**config.mk**
```make
export PLATFORM = sky130hd
export DESIGN_NAME = traffic_light_controller
export DESIGN_NICKNAME = d
export VERILOG_FILES = /design/src/rtl/traffic_light_controller_pkg.sv /design/src/rtl/traffic_light_controller_tick_divider.sv /design/src/rtl/traffic_light_controller.sv
export SDC_FILE = /design/constraint.sdc
export NUM_CORES = 1
export LEC_CHECK = 0
export CAP_MARGIN = 30
export CORE_ASPECT_RATIO = 0.8
export CORE_MARGIN = 2
export CORE_UTILIZATION = 48
export DETAILED_ROUTE_END_ITERATION = 8
export PLACE_DENSITY_LB_ADDON = 0.2
export SETUP_SLACK_MARGIN = 0.1
export SYNTH_ARGS = -nofsm -noshare
export SYNTH_HDL_FRONTEND = slang
export SYNTH_SLANG_ARGS = --single-unit
```
**constraint.sdc**
```tcl
create_clock -name clock -period 1.5 [get_ports clock]
set_input_delay 0.3 -clock clock [delete_from_list [all_inputs] [get_ports clock]]
set_output_delay 0.3 -clock clock [all_outputs]
set_load 0.02 [all_outputs]
```
**src/rtl/traffic_light_controller_pkg.sv**
```systemverilog
// Shared types and constants for the two-road traffic light controller.
// Holds the phase enum, the parameter-selector encodings and the lamp patterns.
package traffic_light_controller_pkg;

    typedef enum logic [2:0] {
        MG_A,
        MG_B,
        MY,
        WALK,
        SG_A,
        SG_B,
        SY
    } state_t;

    localparam logic [1:0] SEL_BASE = 2'b00;
    localparam logic [1:0] SEL_EXT  = 2'b01;
    localparam logic [1:0] SEL_YEL  = 2'b10;
    localparam logic [1:0] SEL_NONE = 2'b11;

    // Lamp order: {walk, main_R, main_Y, main_G, side_R, side_Y, side_G}
    localparam logic [6:0] LED_MAIN_GREEN  = 7'h0C;
    localparam logic [6:0] LED_MAIN_YELLOW = 7'h14;
    localparam logic [6:0] LED_WALK        = 7'h64;
    localparam logic [6:0] LED_SIDE_GREEN  = 7'h21;
    localparam logic [6:0] LED_SIDE_YELLOW = 7'h22;

    function automatic logic [3:0] clampDuration(input logic [3:0] value);
        return (value == 4'd0) ? 4'd1 : value;
    endfunction

endpackage

```
**src/rtl/traffic_light_controller_tick_divider.sv**
```systemverilog
// Divides the system clock down to a one-cycle "second" tick.
// With TICKS_PER_SEC = 1 the counter never leaves zero and the tick is always high.
module tick_divider #(
    parameter int TICKS_PER_SEC = 1
) (
    input  logic clock,
    input  logic reset,
    input  logic clear,
    output logic tick
);

    localparam int COUNT_W = (TICKS_PER_SEC > 1) ? $clog2(TICKS_PER_SEC) : 1;
    localparam logic [COUNT_W-1:0] LAST_COUNT = COUNT_W'(TICKS_PER_SEC - 1);

    logic [COUNT_W-1:0] r_count;

    always_ff @(posedge clock) begin
        if (reset || clear) begin
            r_count <= '0;
        end else if (r_count == LAST_COUNT) begin
            r_count <= '0;
        end else begin
            r_count <= r_count + 1'b1;
        end
    end

    assign tick = (r_count == LAST_COUNT);

endmodule

```
**src/rtl/traffic_light_controller.sv**
```systemverilog
// Main/side street intersection controller with pedestrian phase, sensor extension
// and runtime-programmable phase durations counted in divider ticks.
module traffic_light_controller
    import traffic_light_controller_pkg::*;
#(
    parameter int TICKS_PER_SEC = 1,
    parameter int DEF_BASE      = 6,
    parameter int DEF_EXT       = 3,
    parameter int DEF_YEL       = 2
) (
    input  logic       clock,
    input  logic       reset,
    input  logic       sensor,
    input  logic       walk_request,
    input  logic       reprogram,
    input  logic [1:0] time_parameter_selector,
    input  logic [3:0] time_value,
    output logic [6:0] led
);

    state_t     r_state;
    state_t     w_nextState;
    logic [4:0] r_timer;
    logic [4:0] w_nextDuration;
    logic [3:0] r_tBase;
    logic [3:0] r_tExt;
    logic [3:0] r_tYel;
    logic       r_walkLatch;

    logic       w_tick;
    logic       w_phaseDone;
    logic       w_enterWalk;
    logic       w_writeEn;
    logic [3:0] w_progValue;
    logic [3:0] w_restartBase;

    tick_divider #(
        .TICKS_PER_SEC(TICKS_PER_SEC)
    ) u_tickDivider (
        .clock(clock),
        .reset(reset),
        .clear(reprogram),
        .tick (w_tick)
    );

    assign w_progValue   = clampDuration(time_value);
    assign w_writeEn     = reprogram && (time_parameter_selector != SEL_NONE);
    assign w_restartBase = (w_writeEn && (time_parameter_selector == SEL_BASE)) ? w_progValue : r_tBase;
    assign w_phaseDone   = w_tick && (r_timer <= 5'd1);
    // A restart lands in MG_A, so only a genuine phase change into WALK consumes the request.
    assign w_enterWalk   = w_phaseDone && !reprogram && (w_nextState == WALK);

    always_ff @(posedge clock) begin
        if (reset) begin
            r_tBase <= 4'(DEF_BASE);
            r_tExt  <= 4'(DEF_EXT);
            r_tYel  <= 4'(DEF_YEL);
        end else if (w_writeEn) begin
            case (time_parameter_selector)
                SEL_BASE: r_tBase <= w_progValue;
                SEL_EXT:  r_tExt  <= w_progValue;
                SEL_YEL:  r_tYel  <= w_progValue;
                default:  ;
            endcase
        end
    end

    always_ff @(posedge clock) begin
        if (reset) begin
            r_walkLatch <= 1'b0;
        end else if (w_enterWalk) begin
            r_walkLatch <= 1'b0;
        end else if (walk_request) begin
            r_walkLatch <= 1'b1;
        end
    end

    always_ff @(posedge clock) begin
        if (reset) begin
            r_state <= MG_A;
            r_timer <= {1'b0, 4'(DEF_BASE)};
        end else if (reprogram) begin
            r_state <= MG_A;
            r_timer <= {1'b0, w_restartBase};
        end else if (w_phaseDone) begin
            r_state <= w_nextState;
            r_timer <= w_nextDuration;
        end else if (w_tick) begin
            r_timer <= r_timer - 5'd1;
        end
    end

    // Sensor and walk latch only matter at the exit tick, where this result is used.
    always_comb begin
        w_nextState    = r_state;
        w_nextDuration = {1'b0, r_tBase};
        case (r_state)
            MG_A: begin
                w_nextState    = MG_B;
                w_nextDuration = {1'b0, (sensor ? r_tExt : r_tBase)};
            end
            MG_B: begin
                w_nextState    = MY;
                w_nextDuration = {1'b0, r_tYel};
            end
            MY: begin
                if (r_walkLatch) begin
                    w_nextState    = WALK;
                    w_nextDuration = {1'b0, r_tExt};
                end else begin
                    w_nextState    = SG_A;
                    w_nextDuration = {1'b0, r_tBase};
                end
            end
            WALK: begin
                w_nextState    = SG_A;
                w_nextDuration = {1'b0, r_tBase};
            end
            SG_A: begin
                if (sensor) begin
                    w_nextState    = SG_B;
                    w_nextDuration = {1'b0, r_tExt};
                end else begin
                    w_nextState    = SY;
                    w_nextDuration = {1'b0, r_tYel};
                end
            end
            SG_B: begin
                w_nextState    = SY;
                w_nextDuration = {1'b0, r_tYel};
            end
            SY: begin
                w_nextState    = MG_A;
                w_nextDuration = {1'b0, r_tBase};
            end
            default: begin
                w_nextState    = MG_A;
                w_nextDuration = {1'b0, r_tBase};
            end
        endcase
    end

    always_comb begin
        led = LED_MAIN_GREEN;
        case (r_state)
            MG_A, MG_B: led = LED_MAIN_GREEN;
            MY:         led = LED_MAIN_YELLOW;
            WALK:       led = LED_WALK;
            SG_A, SG_B: led = LED_SIDE_GREEN;
            SY:         led = LED_SIDE_YELLOW;
            default:    led = LED_MAIN_GREEN;
        endcase
    end

endmodule

```
==> results.txt, run 1 <==
----------------------------------------------------
[Global routing]
  Wire length of the first global-routing pass ... approximately 6000 µm
  Maximum number of pins on one net before global-route repair ... 14
  Antenna violations before repair ... 0
  Total global routing overflow ... 0
  Total GRT Usage ... 0.266
  Number of global-route vias before repair ... about 1.3k

[STA]
  Final hold violations ... 0
  Min Clock Period, post-route ... 1.66 ns
  Final setup skew ... around 0.0056 ns
  Sum of negative setup slack ... -0.797 ns
  Setup repair after global routing missed its margin ... yes
  Tcrit/Tclk final ... 1.11
  Final setup fails ... 8
  Highest clock rate ... about 0.60 GHz
  Least setup slack across all paths after layout ... -0.164 ns
  Number of pins exceeding their max-slew limit in the final report ... 0

[Critical path]
  Worst Path Class, Setup ... reg2reg
  Crit. End Element ... flip-flop
  Kind of start point of the critical path ... flip-flop
  Worst path required time ... approximately 1.7 ns
  Arrival time at the worst endpoint ... about 1.9 ns
  Maximum fanout along the worst path ... 6

[Drt]
  DRC viols ... 0
  Detailed-route via count ... roughly 1.4k
  Total wire length ... slightly below 4000 µm
  Length of the first detailed-routing pass in iterations ... 4
  Vias per std cell ... 5.51
  Drt wl/cell ... about 15 µm
  Initial DRC Count ... 138
  Post-route antenna net violation count ... 0

[Logic synthesis]
  Fraction of post-synthesis cell area in the top cell type by area ... 0.344
  Fraction of the yosys area taken by sequential cells ... 0.344
  Warnings, synthesis ... 0
  Synthesized net count ... approximately 170
  Cell types with the largest area share after synthesis ... dfxtp_1 34%, mux2i_1 8.6%, a21oi_1 5.1%, nand2_1 5.0%, nor2_1 4.1%
  Count of distinct cell types in the synthesized netlist ... 40
  Share of flip-flops with an asynchronous set or reset after synthesis ... 0
  Library cell occupying the most area in the post-synthesis netlist ... dfxtp_1
  Gate count of the mapped netlist ... approximately 160
  Number of flops mapped to enable cells by yosys ... 0
  Total standard cell area after synthesis ... approximately 1300 µm²
  Dominant synthesized flop cell ... dfxtp_1
  Flip-flop and latch count after synthesis ... 22
  Average cell area after synthesis ... 8.21 µm²

[CTS]
  Clock Tree Root ... clkbuf_4
  Register clock-pin slew on the reported worst setup and hold paths ... ~0.13 ns
  Clock tree sinks ... 22
  TritonCTS clock tree ... done
  H-tree Lvls ... 1
  Buffer levels on the longest clock path ... 2
  Cts-stage hold buffer count ... 0
  Total clock buffers created by CTS ... 3
  Source-to-sink clock delay at the later pin of the worst-skew pair ... roughly 0.33 ns

[Final layout]
  Final core utilization ... 0.802
  Total number of nets in the final design ... roughly 230
  Syn-to-layout area delta ... 55.4%
  Combined area of the multi-input logic cells ... approximately 860 µm²
  Inserted Diodes ... 0
  Final design instance area without fill ... 1990 µm²
  Sequential cell area ... approximately 450 µm²
  Filler cell count in the final layout ... approximately 180
  Ratio of cells with drive above 1 in the final layout ... 0.373
  Post-Layout Cell Count ... around 250

[Placement]
  Cell Area, Placed ... around 1700 µm²
  I/O Buffers ... 17
  Placement-stage worst setup slack ... -0.597 ns
  Routability cong. ... 0.878
  # placed instances ... about 240
  Final HPWL from detailed placement ... roughly 2700 µm

[Power and ir drop]
  Pwr Density ... between 600 and 700 nW/µm²
  Static leakage power ... roughly 0.9 nW
  Worst supply voltage drop on vdd ... 0.399 mV

[Floorplan]
  Area of the core ... ~2500 µm²
  Number of primary I/O pins ... 18
  Die Footprint ... ~3100 µm²
  Effective utilization at floorplan ... 0.516
  Site row count ... 16
  Chip height ... around 50 µm
  Die span in x ... a little over 60 µm

[Run status]
  Violated checks ... setup timing
  Outcome ... finished, violations left

[Job]
  Number of maximum-capacitance constraint violations ... 0

[Worst hold path]
  Path category of the worst min-delay check ... in2reg

----------------------------------------------------
[metal layers]
layer,part of all wire,up-vias,wire [µm],track usage
li1,-,666,-,-
met1,0.42,657,1630,0.342
met2,0.51,37,1960,0.449
met3,0.050,6,194,0.0490
met4,0.016,0,61,0.0745
met5,0,-,0,0
[repair_timing]
item,CTS,global route
pin swaps,10,6
setup buffers,5,3
resized for setup,68,16
setup endpoints to repair,16,18
cloned,0,0
[synthesized netlist by cell type, types with 3 or more instances]
cell type  instances
dfxtp_1           22
inv_1             11
nand2b_1           6
o21ai_0            5
a2111oi_0          3
a21oi_1           13
o211ai_1           3
nand3b_1           4
clkbuf_1           4
a211oi_1           4
nor3_1             4
nor2_1            14
mux2i_1           11
nand2_1           17
[registers in the layout (all words and copies together) (netlist names)]
signal,cells
r_tExt,4
r_tYel,4
r_walkLatch,1
u_tickDivider.r_count,1
r_tBase,4
r_timer,5
r_state,3
[power by group]
| group | internal (mW) | switching [mW] | leakage [nW] |
|---|---|---|---|
| combinational | 0.123 | 0.106 | 0.689 |
| clock | 0.271 | 0.201 | 0.0279 |
| sequential | 0.603 | 0.0228 | 0.183 |
| total | 0.996 | 0.329 | 0.899 |
[worst paths after layout]
check | start | endpoint | slack (ns) | cells past startpoint
hold reg to reg | r_timer[4] | r_timer[4] | 0.52 | 2
setup reg to reg | r_state[2] | r_timer[1] | -0.16 | 5
hold / removal | reprogram | r_tBase[0] | 0.50 | 4
setup / recovery | r_state[2] | r_timer[1] | -0.16 | 5
[logic make-up after synthesis]
| logic type | Yosys count | synth area share |
|---|---|---|
| AO/OA/AOI/OAI | 41 | 0.219 |
| XOR/XNOR | 2 | 0.0137 |
| adder cells (fa/ha/maj) | 2 | 0.0195 |
| buffers and inverters | 19 | 0.0713 |
| flip-flops | 22 | 0.344 |
| multiplexers | 11 | 0.0859 |
| other | 1 | 0.00293 |
| AND/OR/NAND/NOR | 58 | 0.244 |
[stage by stage]
step	hold WS (ns)	power, mW
after global placement	0.485	0.848
after floorplan	0.425	0.742
after detailed placement	0.504	0.855
after global routing	0.513	1.38
final	0.497	1.33
after CTS	0.524	1.32
[layout by cell type (no fill, tap or decap), drive strengths merged, types with 4 or more instances in the layout]
cell           instances
a211oi                 4
a21oi                 13
buf                   50
clkdlybuf4s50          7
dfxtp                 22
inv                   11
mux2i                 11
nand2                 18
nand2b                 6
nand3b                 4
nor2                  14
nor3                   4
o21ai                  5
[area by class of cell]
cell class              instances  area share
flip-flops and latches         22       0.228
repair buffers                 60       0.267
multi-input cells             115       0.433
clock inverters                 1      0.0151
well taps                      36      0.0226
clock buffers                   3      0.0113
inverters                      11      0.0233
[critical path: stages, from the launching register on]
cell and delay, ns:
dfxtp_4 0.44, buf_6 0.13, nand3b_1 0.18, a211oi_2 0.11, a2111o_1 0.39, a311o_1 0.31
No activity file was read; power rests on OpenSTA's default activity.
==> run 2: changes to the inputs <==
--- a/config.mk
+++ b/config.mk
@@ -6,9 +6,11 @@
 export NUM_CORES = 1
 export LEC_CHECK = 0
 export CAP_MARGIN = 30
+export CELL_PAD_IN_SITES_DETAIL_PLACEMENT = 0
+export CELL_PAD_IN_SITES_GLOBAL_PLACEMENT = 1
 export CORE_ASPECT_RATIO = 0.8
 export CORE_MARGIN = 2
-export CORE_UTILIZATION = 48
+export CORE_UTILIZATION = 40
 export DETAILED_ROUTE_END_ITERATION = 8
 export PLACE_DENSITY_LB_ADDON = 0.2
 export SETUP_SLACK_MARGIN = 0.1
==> constraint.sdc (replaced) <==
create_clock -name clock -period 1.55 [get_ports clock]
set_input_delay 0.31 -clock clock [delete_from_list [all_inputs] [get_ports clock]]
set_output_delay 0.31 -clock clock [all_outputs]
set_load 0.02 [all_outputs]
==> results.txt, run 2 (same netlist as run 1, synthesis figures left out) <==
----------------------------------------------------
[Drt]
  Initial DRC Count ... 80 (-42%)
  Drt wl/cell ... 16.2 µm (+4.6%)
  Total wire length ... 4280 µm (+11%)
  Length of the first detailed-routing pass in iterations ... 5 (+1)
  DRC viols ... 0 (unchanged)
  Post-route antenna net violation count ... 0 (unchanged)
  Vias per std cell ... 5.38 (-2.4%)
  Detailed-route via count ... 1419 (+3.9%)

[STA]
  Tcrit/Tclk final ... 1.07 (-0.0361)
  Min Clock Period, post-route ... 1.66 ns (-0.000489 ns)
  Sum of negative setup slack ... -0.254 ns (+0.543 ns)
  Setup repair after global routing missed its margin ... yes
  Final setup skew ... 0.00856 ns (+0.00299 ns)
  Final setup fails ... 5 (-3)
  Number of pins exceeding their max-slew limit in the final report ... 0 (unchanged)
  Least setup slack across all paths after layout ... -0.114 ns (+0.0505 ns)
  Highest clock rate ... 0.601 GHz (about the same)
  Final hold violations ... 0 (unchanged)

[Floorplan]
  Number of primary I/O pins ... 18 (unchanged)
  Die Footprint ... 3670 µm² (+18%)
  Die span in x ... 67.3 µm (+8.9%)
  Site row count ... 18 (+2)
  Chip height ... 54.6 µm (+8.8%)
  Effective utilization at floorplan ... 0.418 (-0.0978)
  Area of the core ... 3060 µm² (+23%)

[Global routing]
  Total GRT Usage ... 0.236 (-0.0300)
  Number of global-route vias before repair ... 1268 (-2.4%)
  Antenna violations before repair ... 0 (unchanged)
  Wire length of the first global-routing pass ... 6260 µm (+4.4%)
  Total global routing overflow ... 0 (unchanged)
  Maximum number of pins on one net before global-route repair ... 13 (-1)

[Placement]
  I/O Buffers ... 17 (unchanged)
  # placed instances ... 247 (+4.7%)
  Final HPWL from detailed placement ... 2740 µm (about the same)
  Routability cong. ... 0.867 (-1.2%)

[Run status]
  Outcome ... finished, violations left
  Violated checks ... setup timing

[CTS]
  Source-to-sink clock delay at the later pin of the worst-skew pair ... 0.27 ns (-0.06 ns)
  Clock tree sinks ... 22 (unchanged)
  Total clock buffers created by CTS ... 3 (unchanged)
  H-tree Lvls ... 1 (unchanged)
  Clock Tree Root ... clkbuf_8
  Register clock-pin slew on the reported worst setup and hold paths ... 0.09 ns (-0.04 ns)
  Buffer levels on the longest clock path ... 2 (unchanged)
  TritonCTS clock tree ... done

[Critical path]
  Arrival time at the worst endpoint ... 1.82 ns (-0.07 ns)
  Worst Path Class, Setup ... reg2reg
  Kind of start point of the critical path ... flip-flop
  Crit. End Element ... flip-flop
  Maximum fanout along the worst path ... 4 (-2)
  Register-to-register setup slack ... -0.11 ns (+0.05 ns)
  Worst path required time ... 1.71 ns (about the same)

[Worst hold path]
  Path category of the worst min-delay check ... reg2reg

[Final layout]
  Most frequent standard cell in the layout excluding fill and tap cells ... buf_4
  Top reg by flops ... r_timer
  Flip-flop count of the largest register after layout ... 5 (unchanged)
  Post-Layout Cell Count ... 264 (+6.5%)
  Total number of nets in the final design ... 238 (+5.3%)
  Syn-to-layout area delta ... 69.4%
  Inserted Diodes ... 0 (unchanged)
  Most used cells in the layout excluding fill and tap cells ... 44 x buf_4, 16 x nand2_1, 16 x buf_6, 16 x dfxtp_1, 12 x nor2_1
  Ratio of cells with drive above 1 in the final layout ... 0.482 (+0.110)
  Final core utilization ... 0.709 (-0.0932)

[Power and ir drop]
  Static leakage power ... 0.945 nW (+5.1%)
  Pwr Density ... 600 nW/µm² (-9.9%)
  Worst supply voltage drop on vdd ... 0.528 mV (+32%)
  Overall power ... 1.30 mW (-1.7%)

[Job]
  Number of maximum-capacitance constraint violations ... 0 (unchanged)

----------------------------------------------------
[run 2: path summary, 6_finish.rpt]
kind,from,to,cells past startpoint
worst max-delay path,r_walkLatch,r_timer[0],5
worst min-delay path,r_tYel[1],r_tYel[1],2
worst max register to register,r_walkLatch,r_timer[0],5
worst min register to register,r_tYel[1],r_tYel[1],2
[run 2: metal layers]
layer	up-vias	global-route usage	wire, µm
li1	690	-	-
met2	35	0.375	2050
met3	6	0.0453	196
met4	0	0.0782	53
met5	-	0	0
met1	688	0.324	1980
[run 2: layout make-up]
class,count,area [µm²]
inverter,11,46.3
multi-input combinational,115,947
sequential,22,453
timing repair buffer,72,619
clock buffer,4,55.1
fill,230,892
tap,40,50.0
[run 2: through the flow]
stage,setup WS (ns),cell area [µm²],hold WS [ns]
after floorplan,0.0574,1310,0.435
after global placement,-0.514,1790,0.481
after detailed placement,-0.513,1790,0.485
after CTS,-0.0365,2030,0.500
after global routing,-0.120,2170,0.522
final,-0.114,2170,0.507
[run 2: what timing repair did]
item	CTS	global route
resized for setup	73	30
setup buffers	9	4
hold buffers	0	0
pin swaps	11	15
endpoints found under the setup margin	15	15
[run 2: report_power, final]
part           internal, mW  switching [mW]  leakage [nW]
Combinational         0.141           0.121         0.734
Clock                 0.227           0.206        0.0288
Sequential            0.585          0.0226         0.182
[run 2: critical path, cell delays in order, from the launching register on]
cell and delay [ns]:
dfxtp_1 0.39, nor3b_4 0.25, buf_6 0.15, o22ai_2 0.07, a2111o_1 0.40, a211o_1 0.29
==> run 3: changes to the inputs <==
--- a/config.mk
+++ b/config.mk
@@ -9,7 +9,6 @@
 export CELL_PAD_IN_SITES_DETAIL_PLACEMENT = 0
 export CELL_PAD_IN_SITES_GLOBAL_PLACEMENT = 1
 export CORE_ASPECT_RATIO = 0.8
-export CORE_MARGIN = 2
 export CORE_UTILIZATION = 40
 export DETAILED_ROUTE_END_ITERATION = 8
 export PLACE_DENSITY_LB_ADDON = 0.2
==> constraint.sdc (replaced) <==
create_clock -name clock -period 1.59 [get_ports clock]
set_input_delay 0.318 -clock clock [delete_from_list [all_inputs] [get_ports clock]]
set_output_delay 0.318 -clock clock [all_outputs]
set_load 0.02 [all_outputs]
==> results.txt, run 3 (same netlist as run 1, synthesis figures left out) <==
----------------------------------------------------
[STA]
  Least setup slack across all paths after layout ... -0.0889 ns (+0.0249 ns)
  Tcrit/Tclk final ... 1.06 (-0.0175)
  Final setup fails ... 4 (-1)
  Number of pins exceeding their max-slew limit in the final report ... 0 (unchanged)
  Final setup skew ... 0.00274 ns (-0.00582 ns)
  Highest clock rate ... 0.596 GHz (-0.90%)
  Min Clock Period, post-route ... 1.68 ns (+0.0151 ns)
  Final hold violations ... 0 (unchanged)
  Setup repair after global routing missed its margin ... yes

[Power and ir drop]
  Pwr Density ... 597 nW/µm² (-0.49%)
  Proportion of power drawn by combinational gates ... 0.193 (-0.008)
  Static leakage power ... 0.917 nW (-2.9%)
  Sequential share of power ... 0.478 (+0.012)
  Internal power component ... 919 µW (-3.5%)
  Net switching power of the design ... 317 µW (-9.5%)
  Clock network power share ... 0.329 (-0.003)
  Share of total power consumed by net switching ... 0.256 (-0.0122)
  Worst supply voltage drop on vdd ... 0.554 mV (+4.8%)

[Drt]
  Length of the first detailed-routing pass in iterations ... 5 (unchanged)
  DRC viols ... 0 (unchanged)
  Detailed-route via count ... 1394 (-1.8%)
  Initial DRC Count ... 91 (+14%)
  Post-route antenna net violation count ... 0 (unchanged)
  Vias per std cell ... 5.47 (+1.7%)
  Total wire length ... 3990 µm (-6.8%)
  Drt wl/cell ... 15.6 µm (-3.5%)

[CTS]
  Cts-stage hold buffer count ... 0 (unchanged)
  H-tree Lvls ... 1 (unchanged)
  TritonCTS clock tree ... done
  Register clock-pin slew on the reported worst setup and hold paths ... 0.08 ns (about the same)
  Clock tree sinks ... 22 (unchanged)
  Source-to-sink clock delay at the later pin of the worst-skew pair ... 0.26 ns (about the same)
  Clock Tree Root ... clkbuf_8
  Total clock buffers created by CTS ... 3 (unchanged)
  Buffer levels on the longest clock path ... 2 (unchanged)

[Placement]
  # placed instances ... 238 (-3.6%)
  Placement-stage worst setup slack ... -0.466 ns (+0.0468 ns)
  Routability cong. ... 0.902 (+4.1%)
  I/O Buffers ... 17 (unchanged)
  Final HPWL from detailed placement ... 2900 µm (+5.9%)

[Global routing]
  Maximum number of pins on one net before global-route repair ... 13 (unchanged)
  Antenna violations before repair ... 0 (unchanged)
  Total GRT Usage ... 0.260 (+0.0235)
  Wire length of the first global-routing pass ... 6600 µm (+5.5%)
  Total global routing overflow ... 0 (unchanged)
  Number of global-route vias before repair ... 1417 (+12%)

[Final layout]
  Total number of nets in the final design ... 231 (-2.9%)
  Ratio of cells with drive above 1 in the final layout ... 0.387 (-0.0950)
  Most used cells in the layout excluding fill and tap cells ... 41 x buf_4, 17 x nand2_1, 17 x dfxtp_1
  Syn-to-layout area delta ... 61.5%
  Final core utilization ... 0.715 (+0.00666)
  Flip-flop count of the largest register after layout ... 5 (unchanged)
  Inserted Diodes ... 0 (unchanged)
  Post-Layout Cell Count ... 255 (-3.4%)
  Most frequent standard cell in the layout excluding fill and tap cells ... buf_4
  Top reg by flops ... r_timer

[Critical path]
  Crit. End Element ... flip-flop
  Worst path required time ... 1.74 ns (+0.03 ns)
  Worst Path Class, Setup ... reg2reg
  Maximum fanout along the worst path ... 5 (+1)
  Kind of start point of the critical path ... flip-flop
  Arrival time at the worst endpoint ... 1.83 ns (about the same)

[Floorplan]
  Die Footprint ... 3430 µm² (-6.5%)
  Number of primary I/O pins ... 18 (unchanged)
  Chip height ... 52.6 µm (-3.7%)
  Die span in x ... 65.3 µm (-3.0%)
  Effective utilization at floorplan ... 0.443 (+0.0246)
  Area of the core ... 2890 µm² (-5.6%)
  Site row count ... 17 (-1)

[Run status]
  Violated checks ... setup timing
  Outcome ... finished, violations left

[Job]
  Number of maximum-capacitance constraint violations ... 0 (unchanged)

[Worst hold path]
  Path category of the worst min-delay check ... reg2reg

----------------------------------------------------
## run 3: cell count changes in the layout (fill, tap and decap cells not counted), sizes merged
cell,delta
buf,-9
clkdlybuf4s50,-3
clkdlybuf4s15,+2
dlymetal6s2s,+3
## run 3: area by class of cell
cell class | count | area [µm²]
Clock buffer | 4 | 55.1
Fill cell | 233 | 823
Inverter | 11 | 41.3
Multi-Input combinational cell | 115 | 896
Sequential cell | 22 | 452
Tap cell | 38 | 47.5
Timing Repair Buffer | 65 | 578
## run 3: path summary, 6_finish.rpt
kind	start	end	slack, ns	cells after the start
max	r_state[2]	r_timer[1]	-0.09	5
min	r_timer[4]	r_timer[4]	0.51	2
max reg2reg	r_state[2]	r_timer[1]	-0.09	5
min reg2reg	r_timer[4]	r_timer[4]	0.51	2
## run 3: worst max-delay path, stage by stage (launching register included)
cell and delay [ns]:
dfxtp_4 0.38, buf_12 0.13, nor3b_4 0.31, o32ai_2 0.12, a2111o_1 0.31, a311o_1 0.33
## run 3: routing by layer
layer / routed length, µm / GRT usage / share of wire
met5: 0 / 0 / 0
met4: 38 / 0.0725 / 0.0095
met3: 199 / 0.0652 / 0.050
met2: 1970 / 0.450 / 0.49
met1: 1780 / 0.318 / 0.45
## run 3: timing repair
action                                  in CTS  in global routing
buffers inserted                             5                  8
cloned                                       0                  0
resized for setup                           47                 30
endpoints found under the setup margin      13                 18
pin swaps                                   11                  5
## run 3: power by group through the flow
| stage | Clock (mW) | Combinational (mW) | Sequential (mW) |
|---|---|---|---|
| detailed placement | 0 | 0.203 | 0.604 |
| CTS | 0.413 | 0.215 | 0.590 |
| floorplan | 0 | 0.0987 | 0.601 |
| finish | 0.407 | 0.238 | 0.591 |
| global route | 0.441 | 0.259 | 0.594 |
| global placement | 0 | 0.198 | 0.603 |
## run 3: metrics by stage
stage,area (µm²),power (mW),setup TNS [ns],hold slack [ns]
floorplan,1310,0.700,0,0.443
global placement,1750,0.801,-2.08,0.487
detailed placement,1750,0.807,-2.53,0.494
CTS,1900,1.22,-0.114,0.508
global route,2070,1.29,-0.363,0.561
finish,2070,1.24,-0.143,0.513
